**src/rtl/loop_tg_pkg.sv**
```systemverilog
// Shared definitions for the loop-back traffic generator: register map,
// FSM state encodings, NoC header layout and small arithmetic helpers.
package loop_tg_pkg;

  localparam int REG_CTRL     = 'h00;
  localparam int REG_DEST     = 'h04;
  localparam int REG_NUM_PKTS = 'h08;
  localparam int REG_SEED     = 'h0C;
  localparam int REG_STATUS   = 'h10;
  localparam int REG_TX_CNT   = 'h14;
  localparam int REG_RX_CNT   = 'h18;
  localparam int REG_ERR_CNT  = 'h1C;
  localparam int REG_LAST_LAT = 'h20;
  localparam int REG_MAX_LAT  = 'h24;

  typedef enum logic [1:0] {TX_IDLE, TX_HDR, TX_DATA, TX_WAIT} tx_state_e;
  typedef enum logic {RX_RH, RX_RD} rx_state_e;

  localparam int HDR_TAG_LSB  = 24;
  localparam int HDR_DEST_LSB = 18;
  localparam int HDR_SEQ_LSB  = 6;
  localparam int HDR_SRC_LSB  = 0;

  function automatic logic [31:0] make_hdr(input logic [7:0] tag, input logic [5:0] dest,
                                           input logic [11:0] seq, input logic [5:0] src);
    logic [31:0] h;
    h = '0;
    h[HDR_TAG_LSB +: 8]  = tag;
    h[HDR_DEST_LSB +: 6] = dest;
    h[HDR_SEQ_LSB +: 12] = seq;
    h[HDR_SRC_LSB +: 6]  = src;
    return h;
  endfunction

  function automatic logic [15:0] sat_add(input logic [15:0] a, input logic [1:0] inc);
    logic [16:0] s;
    s = {1'b0, a} + {15'b0, inc};
    return s[16] ? 16'hFFFF : s[15:0];
  endfunction

endpackage

```
**src/rtl/loop_tg_checker.sv**
```systemverilog
// Echo receive path: header/payload FSM, field compare against the expected
// packet and the round-trip latency counter.
module loop_tg_checker
  import loop_tg_pkg::*;
(
  input  logic        clk_line,
  input  logic        clk_line_rst_low,
  input  logic        wait_i,
  input  logic        lat_start_i,
  input  logic [31:0] exp_hdr_i,
  input  logic [31:0] exp_pay_i,
  input  logic        s_valid_i,
  input  logic [31:0] s_data_i,
  input  logic        s_last_i,
  output logic        s_ready_o,
  output logic        resolve_o,
  output logic        match_o,
  output logic        err_o,
  output logic [15:0] lat_o
);

  rx_state_e   state_q;
  logic        ready_q;
  logic        hdr_ok_q;
  logic [15:0] lat_q;
  logic        beat;

  assign beat      = s_valid_i && ready_q;
  assign s_ready_o = ready_q;
  assign lat_o     = lat_q;

  // Pulses are combinational so an echo resolves in the same cycle a timeout would fire.
  always_comb begin
    resolve_o = 1'b0;
    match_o   = 1'b0;
    err_o     = 1'b0;
    if (beat) begin
      if (state_q == RX_RH) begin
        err_o = s_last_i;
      end else if (!s_last_i || !wait_i) begin
        err_o = 1'b1;
      end else begin
        resolve_o = 1'b1;
        match_o   = hdr_ok_q && (s_data_i == exp_pay_i);
        err_o     = !(hdr_ok_q && (s_data_i == exp_pay_i));
      end
    end
  end

  always_ff @(posedge clk_line or negedge clk_line_rst_low) begin
    if (!clk_line_rst_low) begin
      state_q  <= RX_RH;
      ready_q  <= 1'b0;
      hdr_ok_q <= 1'b0;
      lat_q    <= '0;
    end else begin
      ready_q <= 1'b1;
      if (lat_start_i) begin
        lat_q <= 16'd1;
      end else if (lat_q != 16'hFFFF) begin
        lat_q <= lat_q + 16'd1;
      end
      if (beat) begin
        case (state_q)
          RX_RH: begin
            if (!s_last_i) begin
              state_q  <= RX_RD;
              hdr_ok_q <= (s_data_i == exp_hdr_i);
            end
          end
          default: state_q <= RX_RH;
        endcase
      end
    end
  end

endmodule

```
**src/rtl/loop_traffic_gen.sv**
```systemverilog
// Loop-back traffic source: injects header+payload packets one at a time,
// waits for the echo (or a timeout) and keeps counters behind a register map.
module loop_traffic_gen
  import loop_tg_pkg::*;
#(
  parameter int          OFFSET_SZ = 12,
  parameter int          XY_SZ     = 3,
  parameter logic [7:0]  TAG       = 8'hA5,
  parameter int          TIMEOUT   = 1024
) (
  input  logic        clk_line,
  input  logic        clk_line_rst_low,
  input  logic [5:0]  HsrcId,
  output logic        stream_out_TVALID,
  output logic [31:0] stream_out_TDATA,
  output logic [3:0]  stream_out_TKEEP,
  output logic        stream_out_TLAST,
  input  logic        stream_out_TREADY,
  input  logic        stream_in_TVALID,
  input  logic [31:0] stream_in_TDATA,
  input  logic [3:0]  stream_in_TKEEP,
  input  logic        stream_in_TLAST,
  output logic        stream_in_TREADY,
  input  logic        mem_valid_axi,
  input  logic [31:0] mem_addr_axi,
  input  logic [31:0] mem_wdata_axi,
  input  logic        mem_wstrb_axi,
  output logic [31:0] mem_rdata_axi,
  output logic        irq_done
);

  localparam int ID_W = 2 * XY_SZ;
  localparam int TW   = $clog2(TIMEOUT) + 1;

  tx_state_e       tx_q;
  logic [ID_W-1:0] dest_q;
  logic [15:0]     num_q, seq_q;
  logic [31:0]     seed_q, tdata_q;
  logic [15:0]     tx_cnt_q, rx_cnt_q, err_cnt_q, last_lat_q, max_lat_q;
  logic            done_q, irq_q, tvalid_q, tlast_q;
  logic [TW-1:0]   timer_q;

  logic [OFFSET_SZ-1:0] off;
  logic        wr, start, clear, busy, waiting, hdr_hs, pay_hs, timeout, resolve, last_pkt;
  logic        chk_resolve, chk_match, chk_err;
  logic [15:0] chk_lat;
  logic [31:0] exp_hdr, exp_pay;
  logic [1:0]  err_inc;
  logic        unused_ok;

  assign off      = mem_addr_axi[OFFSET_SZ-1:0];
  assign wr       = mem_valid_axi && mem_wstrb_axi;
  assign start    = wr && (off == OFFSET_SZ'(REG_CTRL)) && mem_wdata_axi[0];
  assign clear    = wr && (off == OFFSET_SZ'(REG_CTRL)) && mem_wdata_axi[1];
  assign busy     = (tx_q != TX_IDLE);
  assign waiting  = (tx_q == TX_WAIT);
  assign hdr_hs   = (tx_q == TX_HDR) && stream_out_TREADY;
  assign pay_hs   = (tx_q == TX_DATA) && stream_out_TREADY;
  assign timeout  = waiting && (timer_q == TW'(TIMEOUT - 1)) && !chk_resolve;
  assign resolve  = chk_resolve || timeout;
  assign last_pkt = ({1'b0, seq_q} + 17'd1) >= {1'b0, num_q};
  // The echo tile swaps the source field for its own ID, which is DEST.
  assign exp_hdr  = make_hdr(TAG, dest_q, seq_q[11:0], dest_q);
  assign exp_pay  = seed_q + {16'b0, seq_q};
  assign err_inc  = {1'b0, chk_err} + {1'b0, timeout};
  assign unused_ok = ^{mem_addr_axi[31:OFFSET_SZ], stream_in_TKEEP};

  assign stream_out_TVALID = tvalid_q;
  assign stream_out_TDATA  = tdata_q;
  assign stream_out_TLAST  = tlast_q;
  assign stream_out_TKEEP  = 4'hF;
  assign irq_done          = irq_q;

  loop_tg_checker u_checker (
    .clk_line         (clk_line),
    .clk_line_rst_low (clk_line_rst_low),
    .wait_i           (waiting),
    .lat_start_i      (hdr_hs),
    .exp_hdr_i        (exp_hdr),
    .exp_pay_i        (exp_pay),
    .s_valid_i        (stream_in_TVALID),
    .s_data_i         (stream_in_TDATA),
    .s_last_i         (stream_in_TLAST),
    .s_ready_o        (stream_in_TREADY),
    .resolve_o        (chk_resolve),
    .match_o          (chk_match),
    .err_o            (chk_err),
    .lat_o            (chk_lat)
  );

  always_ff @(posedge clk_line or negedge clk_line_rst_low) begin
    if (!clk_line_rst_low) begin
      tx_q     <= TX_IDLE;
      seq_q    <= '0;
      tvalid_q <= 1'b0;
      tdata_q  <= '0;
      tlast_q  <= 1'b0;
      done_q   <= 1'b0;
      irq_q    <= 1'b0;
      timer_q  <= '0;
    end else begin
      irq_q <= 1'b0;
      case (tx_q)
        TX_IDLE: begin
          if (start) begin
            if (num_q == 16'd0) begin
              done_q <= 1'b1;
              irq_q  <= 1'b1;
            end else begin
              done_q   <= 1'b0;
              seq_q    <= '0;
              tx_q     <= TX_HDR;
              tvalid_q <= 1'b1;
              tlast_q  <= 1'b0;
              tdata_q  <= make_hdr(TAG, dest_q, 12'd0, HsrcId);
            end
          end
        end
        TX_HDR: begin
          if (stream_out_TREADY) begin
            tx_q    <= TX_DATA;
            tdata_q <= exp_pay;
            tlast_q <= 1'b1;
          end
        end
        TX_DATA: begin
          if (stream_out_TREADY) begin
            tx_q     <= TX_WAIT;
            tvalid_q <= 1'b0;
            tlast_q  <= 1'b0;
            tdata_q  <= '0;
            timer_q  <= '0;
          end
        end
        TX_WAIT: begin
          timer_q <= timer_q + 1'b1;
          if (resolve) begin
            if (last_pkt) begin
              tx_q   <= TX_IDLE;
              done_q <= 1'b1;
              irq_q  <= 1'b1;
            end else begin
              seq_q    <= seq_q + 16'd1;
              tx_q     <= TX_HDR;
              tvalid_q <= 1'b1;
              tdata_q  <= make_hdr(TAG, dest_q, seq_q[11:0] + 12'd1, HsrcId);
            end
          end
        end
        default: tx_q <= TX_IDLE;
      endcase
    end
  end

  always_ff @(posedge clk_line or negedge clk_line_rst_low) begin
    if (!clk_line_rst_low) begin
      dest_q <= '0;
      num_q  <= '0;
      seed_q <= '0;
    end else if (wr) begin
      if (off == OFFSET_SZ'(REG_DEST))     dest_q <= mem_wdata_axi[ID_W-1:0];
      if (off == OFFSET_SZ'(REG_NUM_PKTS)) num_q  <= mem_wdata_axi[15:0];
      if (off == OFFSET_SZ'(REG_SEED))     seed_q <= mem_wdata_axi;
    end
  end

  always_ff @(posedge clk_line or negedge clk_line_rst_low) begin
    if (!clk_line_rst_low) begin
      tx_cnt_q   <= '0;
      rx_cnt_q   <= '0;
      err_cnt_q  <= '0;
      last_lat_q <= '0;
      max_lat_q  <= '0;
    end else if (clear) begin
      tx_cnt_q   <= '0;
      rx_cnt_q   <= '0;
      err_cnt_q  <= '0;
      last_lat_q <= '0;
      max_lat_q  <= '0;
    end else begin
      if (pay_hs)          tx_cnt_q  <= sat_add(tx_cnt_q, 2'd1);
      if (chk_resolve)     rx_cnt_q  <= sat_add(rx_cnt_q, 2'd1);
      if (err_inc != 2'd0) err_cnt_q <= sat_add(err_cnt_q, err_inc);
      if (chk_match) begin
        last_lat_q <= chk_lat;
        if (chk_lat > max_lat_q) max_lat_q <= chk_lat;
      end
    end
  end

  always_comb begin
    mem_rdata_axi = '0;
    case (off)
      OFFSET_SZ'(REG_DEST):     mem_rdata_axi = 32'(dest_q);
      OFFSET_SZ'(REG_NUM_PKTS): mem_rdata_axi = 32'(num_q);
      OFFSET_SZ'(REG_SEED):     mem_rdata_axi = seed_q;
      OFFSET_SZ'(REG_STATUS):   mem_rdata_axi = {30'b0, done_q, busy};
      OFFSET_SZ'(REG_TX_CNT):   mem_rdata_axi = 32'(tx_cnt_q);
      OFFSET_SZ'(REG_RX_CNT):   mem_rdata_axi = 32'(rx_cnt_q);
      OFFSET_SZ'(REG_ERR_CNT):  mem_rdata_axi = 32'(err_cnt_q);
      OFFSET_SZ'(REG_LAST_LAT): mem_rdata_axi = 32'(last_lat_q);
      OFFSET_SZ'(REG_MAX_LAT):  mem_rdata_axi = 32'(max_lat_q);
      default:                  mem_rdata_axi = '0;
    endcase
  end

endmodule

```
**config.mk**
```make
export PLATFORM = sky130hd
export DESIGN_NAME = loop_traffic_gen
export DESIGN_NICKNAME = d
export VERILOG_FILES = /design/src/rtl/loop_tg_pkg.sv /design/src/rtl/loop_tg_checker.sv /design/src/rtl/loop_traffic_gen.sv
export SDC_FILE = /design/constraint.sdc
export NUM_CORES = 1
export LEC_CHECK = 0
export CORE_AREA = 2 2 125 218
export CTS_CLUSTER_SIZE = 24
export DETAILED_ROUTE_END_ITERATION = 7
export DIE_AREA = 0 0 127 220
export PLACE_DENSITY_LB_ADDON = 0.2
export SETUP_SLACK_MARGIN = 0.02
export SLEW_MARGIN = 20
export SYNTH_ARGS = -nofsm -noshare
export SYNTH_HDL_FRONTEND = slang
export SYNTH_SLANG_ARGS = --single-unit
```
**constraint.sdc**
```tcl
create_clock -name clk_line -period 7.05 [get_ports clk_line]
set_input_delay 1.0575 -clock clk_line [delete_from_list [all_inputs] [get_ports clk_line]]
set_output_delay 1.0575 -clock clk_line [all_outputs]
set_load 0.01 [all_outputs]
```
# After elaboration in Yosys (flattened, before gate mapping)
# Cells that the tools add are included.
[word_totals] reg_bits=218 out_inout_bits=72
[op_classes] addsub=10 magnitude_cmp=2 eq_ne=23 muxes=68 bitwise=2 reduce_logical=43
[ops] operator="two-way mux 16 bit" count=20
[ops] operator="case mux 32 bit (9 select lines)" count=1
[ops] operator="two-way mux 32 bit" count=6
[ops] operator="case mux 32 bit (4 select lines)" count=1
[ops] operator="equality test 32 bit" count=2
[ops] operator="adder 16 x 1 -> 17 bit (second input constant)" count=3
[ops] operator="equality test 12 x 5 -> 1 bit (second input constant)" count=4
[ops] operator="adder 16 x 1 -> 16 bit (second input constant)" count=2
[ops] operator="adder 32 x 16 -> 32 bit" count=1
[ops] operator="case mux 16 bit (2 select lines)" count=1
[ops] operator="two-way mux 1 bit" count=27
[ops] operator="equality test 12 x 4 -> 1 bit (second input constant)" count=2
[ops] operator="equality test 12 x 6 -> 1 bit (second input constant)" count=2
[ops] operator="case mux 11 bit (2 select lines)" count=1
[ops] operator="nonzero test 2 bit" count=10
[ops] operator="adder 16 x 2 -> 17 bit" count=1
[ops] operator=">= comparator 17 x 16 -> 1 bit" count=1
[ops] operator="> comparator 16 bit" count=1
[ops] operator="zero test 16 bit" count=1
[ops] operator="inequality test 16 bit (second input constant)" count=1
[ops] operator="AND reduction 5 bit" count=3
[ops] operator="inequality test 2 bit (second input constant)" count=7
[ops] operator="adder 12 x 1 -> 12 bit (second input constant)" count=1
[ops] operator="equality test 12 x 3 -> 1 bit (second input constant)" count=1
[ops] operator="other kinds (21)" count=48

# Longest topological paths before layout
[logic_depth] depth_word=13 ltp_mapped=23

# Cells and area by module
# Synthesis repeated with hierarchy kept, for this count alone.
[unflattened] cells_unflattened=1477 area_unflattened_um2=13875.8
[by_module_without_submodules] module="loop_traffic_gen" instances=1 cells_each=1289 area_per_inst_um2=12176.7
[by_module_without_submodules] module="loop_tg_checker" instances=1 cells_each=188 area_per_inst_um2=1699.1

# Worst setup path before layout
# OpenSTA, ideal clock, no wires.
[synth_path] path_kind="register -> register" from="reg seq_q[0]" to="reg err_cnt_q[5]" setup_ns=0.099 arrival_time_ns=6.071 required_time_ns=6.951 slack_ns=0.880 path_stages_with_launch=23 n_path_buf=1 synth_period_minus_slack_ns=6.170 cell_sequence="dfrtp_1 ha_1 fa_1 a211oi_2 o21bai_2 xnor3_1 or4_1 or4_1 or4_1 or4b_4 nor2_1 a21o_1 ha_1 ha_1 inv_1 fa_1 nand2b_1 or4_1 or2_2 clkbuf_1 a21oi_1 nor2_1 a311oi_1"
[synth_via] elab_chain_len=12 word_cells_on_any_way=14 cone_classes="3 x add/sub; 1 x eq/ne; 6 x mux; 4 x reduce/logical"
[synth_lines] element="start, declared" line="loop_traffic_gen.sv:37" rtl="logic [15:0] num_q, seq_q;"
[synth_lines] element="start signal, assigned" line="loop_traffic_gen.sv:143" rtl="seq_q <= seq_q + 16'd1;"
[synth_lines] element="adder 32 x 16 -> 32 bit (*)" line="loop_traffic_gen.sv:64" rtl="assign exp_pay = seed_q + {16'b0, seq_q};"
[synth_lines] element="equality test 32 bit (*)" line="loop_tg_checker.sv:45" rtl="err_o = !(hdr_ok_q && (s_data_i == exp_pay_i));"
[synth_lines] element="logical AND 1 bit (*)" line="loop_tg_checker.sv:45"
[synth_lines] element="zero test 1 bit (*)" line="loop_tg_checker.sv:45"
[synth_lines] element="two-way mux 1 bit (*)" line="loop_tg_checker.sv:40" rtl="end else if (!s_last_i || !wait_i) begin"
[synth_lines] element="two-way mux 1 bit (*)" line="loop_tg_checker.sv:38" rtl="if (state_q == RX_RH) begin"
[synth_lines] element="two-way mux 1 bit (*)" line="loop_tg_checker.sv:37" rtl="if (beat) begin"
[synth_lines] element="adder 1 x 1 -> 2 bit (*)" line="loop_traffic_gen.sv:65" rtl="assign err_inc = {1'b0, chk_err} + {1'b0, timeout};"
[synth_lines] element="adder 16 x 2 -> 17 bit" line="loop_tg_pkg.sv:37" rtl="s = {1'b0, a} + {15'b0, inc};"
[synth_lines] element="two-way mux 16 bit" line="loop_tg_pkg.sv:38" rtl="return s[16] ? 16'hFFFF : s[15:0];"
[synth_lines] element="two-way mux 16 bit" line="loop_traffic_gen.sv:183" rtl="if (err_inc != 2'd0) err_cnt_q <= sat_add(err_cnt_q, err_inc);"
[synth_lines] element="two-way mux 16 bit" line="loop_traffic_gen.sv:174" rtl="end else if (clear) begin"
[synth_lines] element="end signal, assigned" line="loop_traffic_gen.sv:183"
[synth_lines] element="end, declared" line="loop_traffic_gen.sv:39" rtl="logic [15:0] tx_cnt_q, rx_cnt_q, err_cnt_q, last_lat_q, max_lat_q;"
# Every way passes the cells marked *; elsewhere a longest branch is shown, timed or not. The select of a mux whose other input is x is not followed.
# A chain may end at the register's enable or synchronous reset.

# Worst setup path after layout
[layout_path] from="reg seq_q[14]" to="reg err_cnt_q[5]"
# The elaborated chain is that of the path after synthesis.

==> flow_summary.yaml <==
global_route:
  grt_pass1_vias: 14100
  antenna_found_initial: 0
  grt_first_pass_wirelength_um: 81900
  grt_usage_pct: 38.9
  gr-total-overflow: 0
  grt_max_degree: 89
yosys:
  synth_edf_count: 0
  synth-simple-area-share_pct: 20.6
  netlist_top_cells_count: "218 x dfrtp_1, 152 x nand2_1, 133 x nor2_1"
  synth_xor_area_share_pct: 6.77
  synth-seq-cells: 218
  muxShareOfSynthArea_pct: 6.97
  synth_area_um2: 14600
  ys.flop_type: "dfrtp_1"
  synthAdderAreaFrac_pct: 5.57
  syn_inst: 1641
  avgSynthCellArea_um2: 8.92
  yosys.area.top_type: "dfrtp_1"
  ys_types: 84
  yosysMostFrequentCell: "dfrtp_1"
  ys_seq_area_share_pct: 37.3
  async_flop_share_pct: 100
  synth_top_family_by_area: "simple AND/OR/NAND/NOR gates"
  yosysWarningCount: 0
  synth_compound_gate_area_share_pct: 18.3
  yosysTopAreaCellShare_pct: 37.3
  yosys-top-cells-area: "dfrtp_1 37%, ha_1 5.3%, mux2_2 4.3%"
final_layout:
  drive_gt1_share_pct: 9.30
  register_area_um2: 5460
  diodes: 0
  layout.nets: 1956
  fill_cells: 2195
  multiInputGateArea_um2: 8590
  instances_no_fill: 2120
  synthToLayoutAreaGrowth_pct: 18.8
  finalInstanceArea_um2: 17400
clocking:
  clk_pin_slew_ns: 0.07
  cts.sinks: 218
  clk_path_buf_depth: 3
  cts_root_buffer: "clkbuf_16"
  tritoncts: "yes"
  cts_made_buffers: 23
  worstSkewPairLatency_ns: 0.55
  htree_num_levels: 1
  postCtsHoldBufs: 0
critical_path:
  cp_max_fo: 11
  r2r_start: "seq_q[14]"
  cp_slowest_cell: "ha_1"
  critPathArrivalTime_ns: 7.25
  r2r_cells: 19
  crit_chain: "ha_1, nand2_1, o21ai_0, nor3b_1, o21ai_0, o2111ai_1, or4_1, or4b_4, nor2_1, a21o_1, ha_1, ha_1, inv_1, fa_1, nand2b_1, or4_1, or2_2, nor2b_1, a311oi_1"
  cp-end-kind: "flop"
  start_kind: "flop"
  r2r_slack_ns: 0.24
  crit_required_ns: 7.49
  cpMostUsedCell: "ha_1"
  worstReg2RegEnd: "err_cnt_q[5]"
  cpPeakStageDelay_ns: 0.67
  critPathKind: "flop to flop"
floorplan:
  num_rows: 79
  ios: 185
  dieArea_um2: 27900
  start_util_pct: 55.7
  dieWidth_um: 127
  core_um2: 26300
  die_y_um: 220
power:
  peakVddDrop_mv: 0.271
  p_int_mw: 2.70
  p_per_area_nw_per_um2: 239
  pwr-share-comb_pct: 31.4
  leakagePower_nw: 7.50
  netSwitchingPower_mw: 1.46
  clkPwrFrac_pct: 31.5
  power_frac_seq_pct: 37.1
  swShare_pct: 35.0
run_status:
  status: "completed"
timing:
  finClkSkew_ns: 0.0173
  fin_setup_tns_ns: 0
  finalSetupViolations: 0
  finalHoldViolCount: 0
  fin_crit_sh_pct: 96.6
  fin_crit_ns: 6.81
  worstMarginPinSlew_ns: 0.988
  fmax_mhz: 147
  final_max_slew_viol_count: 0
  whs_ns: 0.491
  relSlewSlack_pct: 34.1
  rsz0062_at_grt: "no"
drt:
  drt_pass1_iterations: 8
  routed_via_density: 6.61
  drt-total-wl_um: 54300
  ant_nets: 0
  drt_iter0_markers: 1188
  detail_route.wl_per_cell_um: 25.6
  drc: 0
  vias: 14000
worst_hold_path:
  whs_path_depth: 1
  worstHoldEndpoint: "stream_out_TDATA[6]"
  hold_class: "flop to flop"
  hp-start: "stream_out_TDATA[6]"
place:
  dp_hpwl_um: 42100
  dp_cells: 2078
  place_area_um2: 16600
  globalplace.congestion: 1.07
  io_buffers: 156
flow_run:
  cap_viol_max_count: 0
stage by stage:
step	worst slack, ns	power [mW]	util (%)
after floorplan	0.880	2.30	-
after global placement	0.0937	2.82	63.0
after detailed placement	0.0718	2.86	63.0
after CTS	0.278	4.17	66.1
after global routing	0.0463	4.37	66.2
final	0.243	4.16	66.2
cell usage in the layout, fill, tap and decap left out, types with 9 or more instances in the layout:
cell type / netlist / layout
nand4_1: 37 / 37
a21o_1: 18 / 18
nor3_1: 43 / 42
nand2_1: 152 / 152
o211ai_1: 11 / 11
or3_1: 13 / 13
a21oi_1: 102 / 102
nor2_1: 133 / 132
mux2i_1: 39 / 39
a311oi_1: 17 / 17
mux2_2: 56 / 56
buf_4: 9 / 44
a211oi_1: 24 / 24
clkbuf_16: 0 / 23
a31oi_1: 10 / 10
nand2b_1: 15 / 15
ha_1: 62 / 62
and4_1: 13 / 13
nand3_1: 79 / 79
or4_1: 12 / 12
nor4_1: 16 / 16
xnor2_1: 53 / 53
dfrtp_1: 218 / 218
o21ai_0: 70 / 70
xor2_1: 47 / 47
o21a_1: 9 / 9
clkdlybuf4s50_1: 0 / 155
a222oi_1: 18 / 18
inv_1: 65 / 65
and3_1: 26 / 25
and2_1: 25 / 25
a22oi_1: 49 / 49
final cells by class:
type	count	area share [%]
multi-input combinational	1270	49.4
sequential	218	31.4
timing repair buffer	200	10.9
clock buffer	29	3.73
tap	324	2.33
inverter	66	1.42
clock inverter	13	0.899
layer usage:
metal / global-route usage [%] / vias up / part of all wire [%]
li1: - / 6316 / -
met1: 40.0 / 6762 / 33
met2: 68.2 / 675 / 50
met3: 5.29 / 251 / 5.7
met4: 35.0 / 0 / 11
met5: 0 / - / 0
critical path: cells and delay by family (launching register included):
family	cells	cell delay [ns]
flip-flops	1	0.51
AND/OR/NAND/NOR	9	3.06
adder cells (fa/ha/maj)	4	1.34
AO/OA/AOI/OAI	5	1.74
buffers and inverters	1	0.06
power by group through the flow:
stage                     Clock (mW)  Combinational [mW]  Sequential, mW
after floorplan                    0               0.721            1.58
after global placement             0                1.26            1.56
after detailed placement           0                1.29            1.56
after CTS                       1.33                1.30            1.54
after global routing            1.37                1.44            1.56
final                           1.31                1.30            1.54
cells by family after synthesis:
group                      after synthesis
DFF                                    218
xor gates and xnor gates               105
muxes                                   95
adders and majority gates               64
and+or+nand+nor                        602
AOI/OAI and AO/OA                      399
buffers and inverters                  157
other                                    1
timing repair:
item	in CTS	in global routing
resized for setup	0	1
endpoints found under the setup margin	0	5
endpoints found under the hold margin	0	0
setup buffers	0	0
worst max-delay path by stage:
stage,from,endpoint,slack (ns),cells after the start
after detailed placement,stream_in_TDATA[9],err_cnt_q[5],0.07,19
after CTS,seed_q[0],err_cnt_q[5],0.28,20
final,seq_q[14],err_cnt_q[5],0.24,19
after global routing,seed_q[0],err_cnt_q[5],0.05,20
after global placement,stream_in_TDATA[17],err_cnt_q[9],0.09,19
after floorplan,seq_q[0],err_cnt_q[5],0.88,22
No activity file was read; power rests on OpenSTA's default activity.
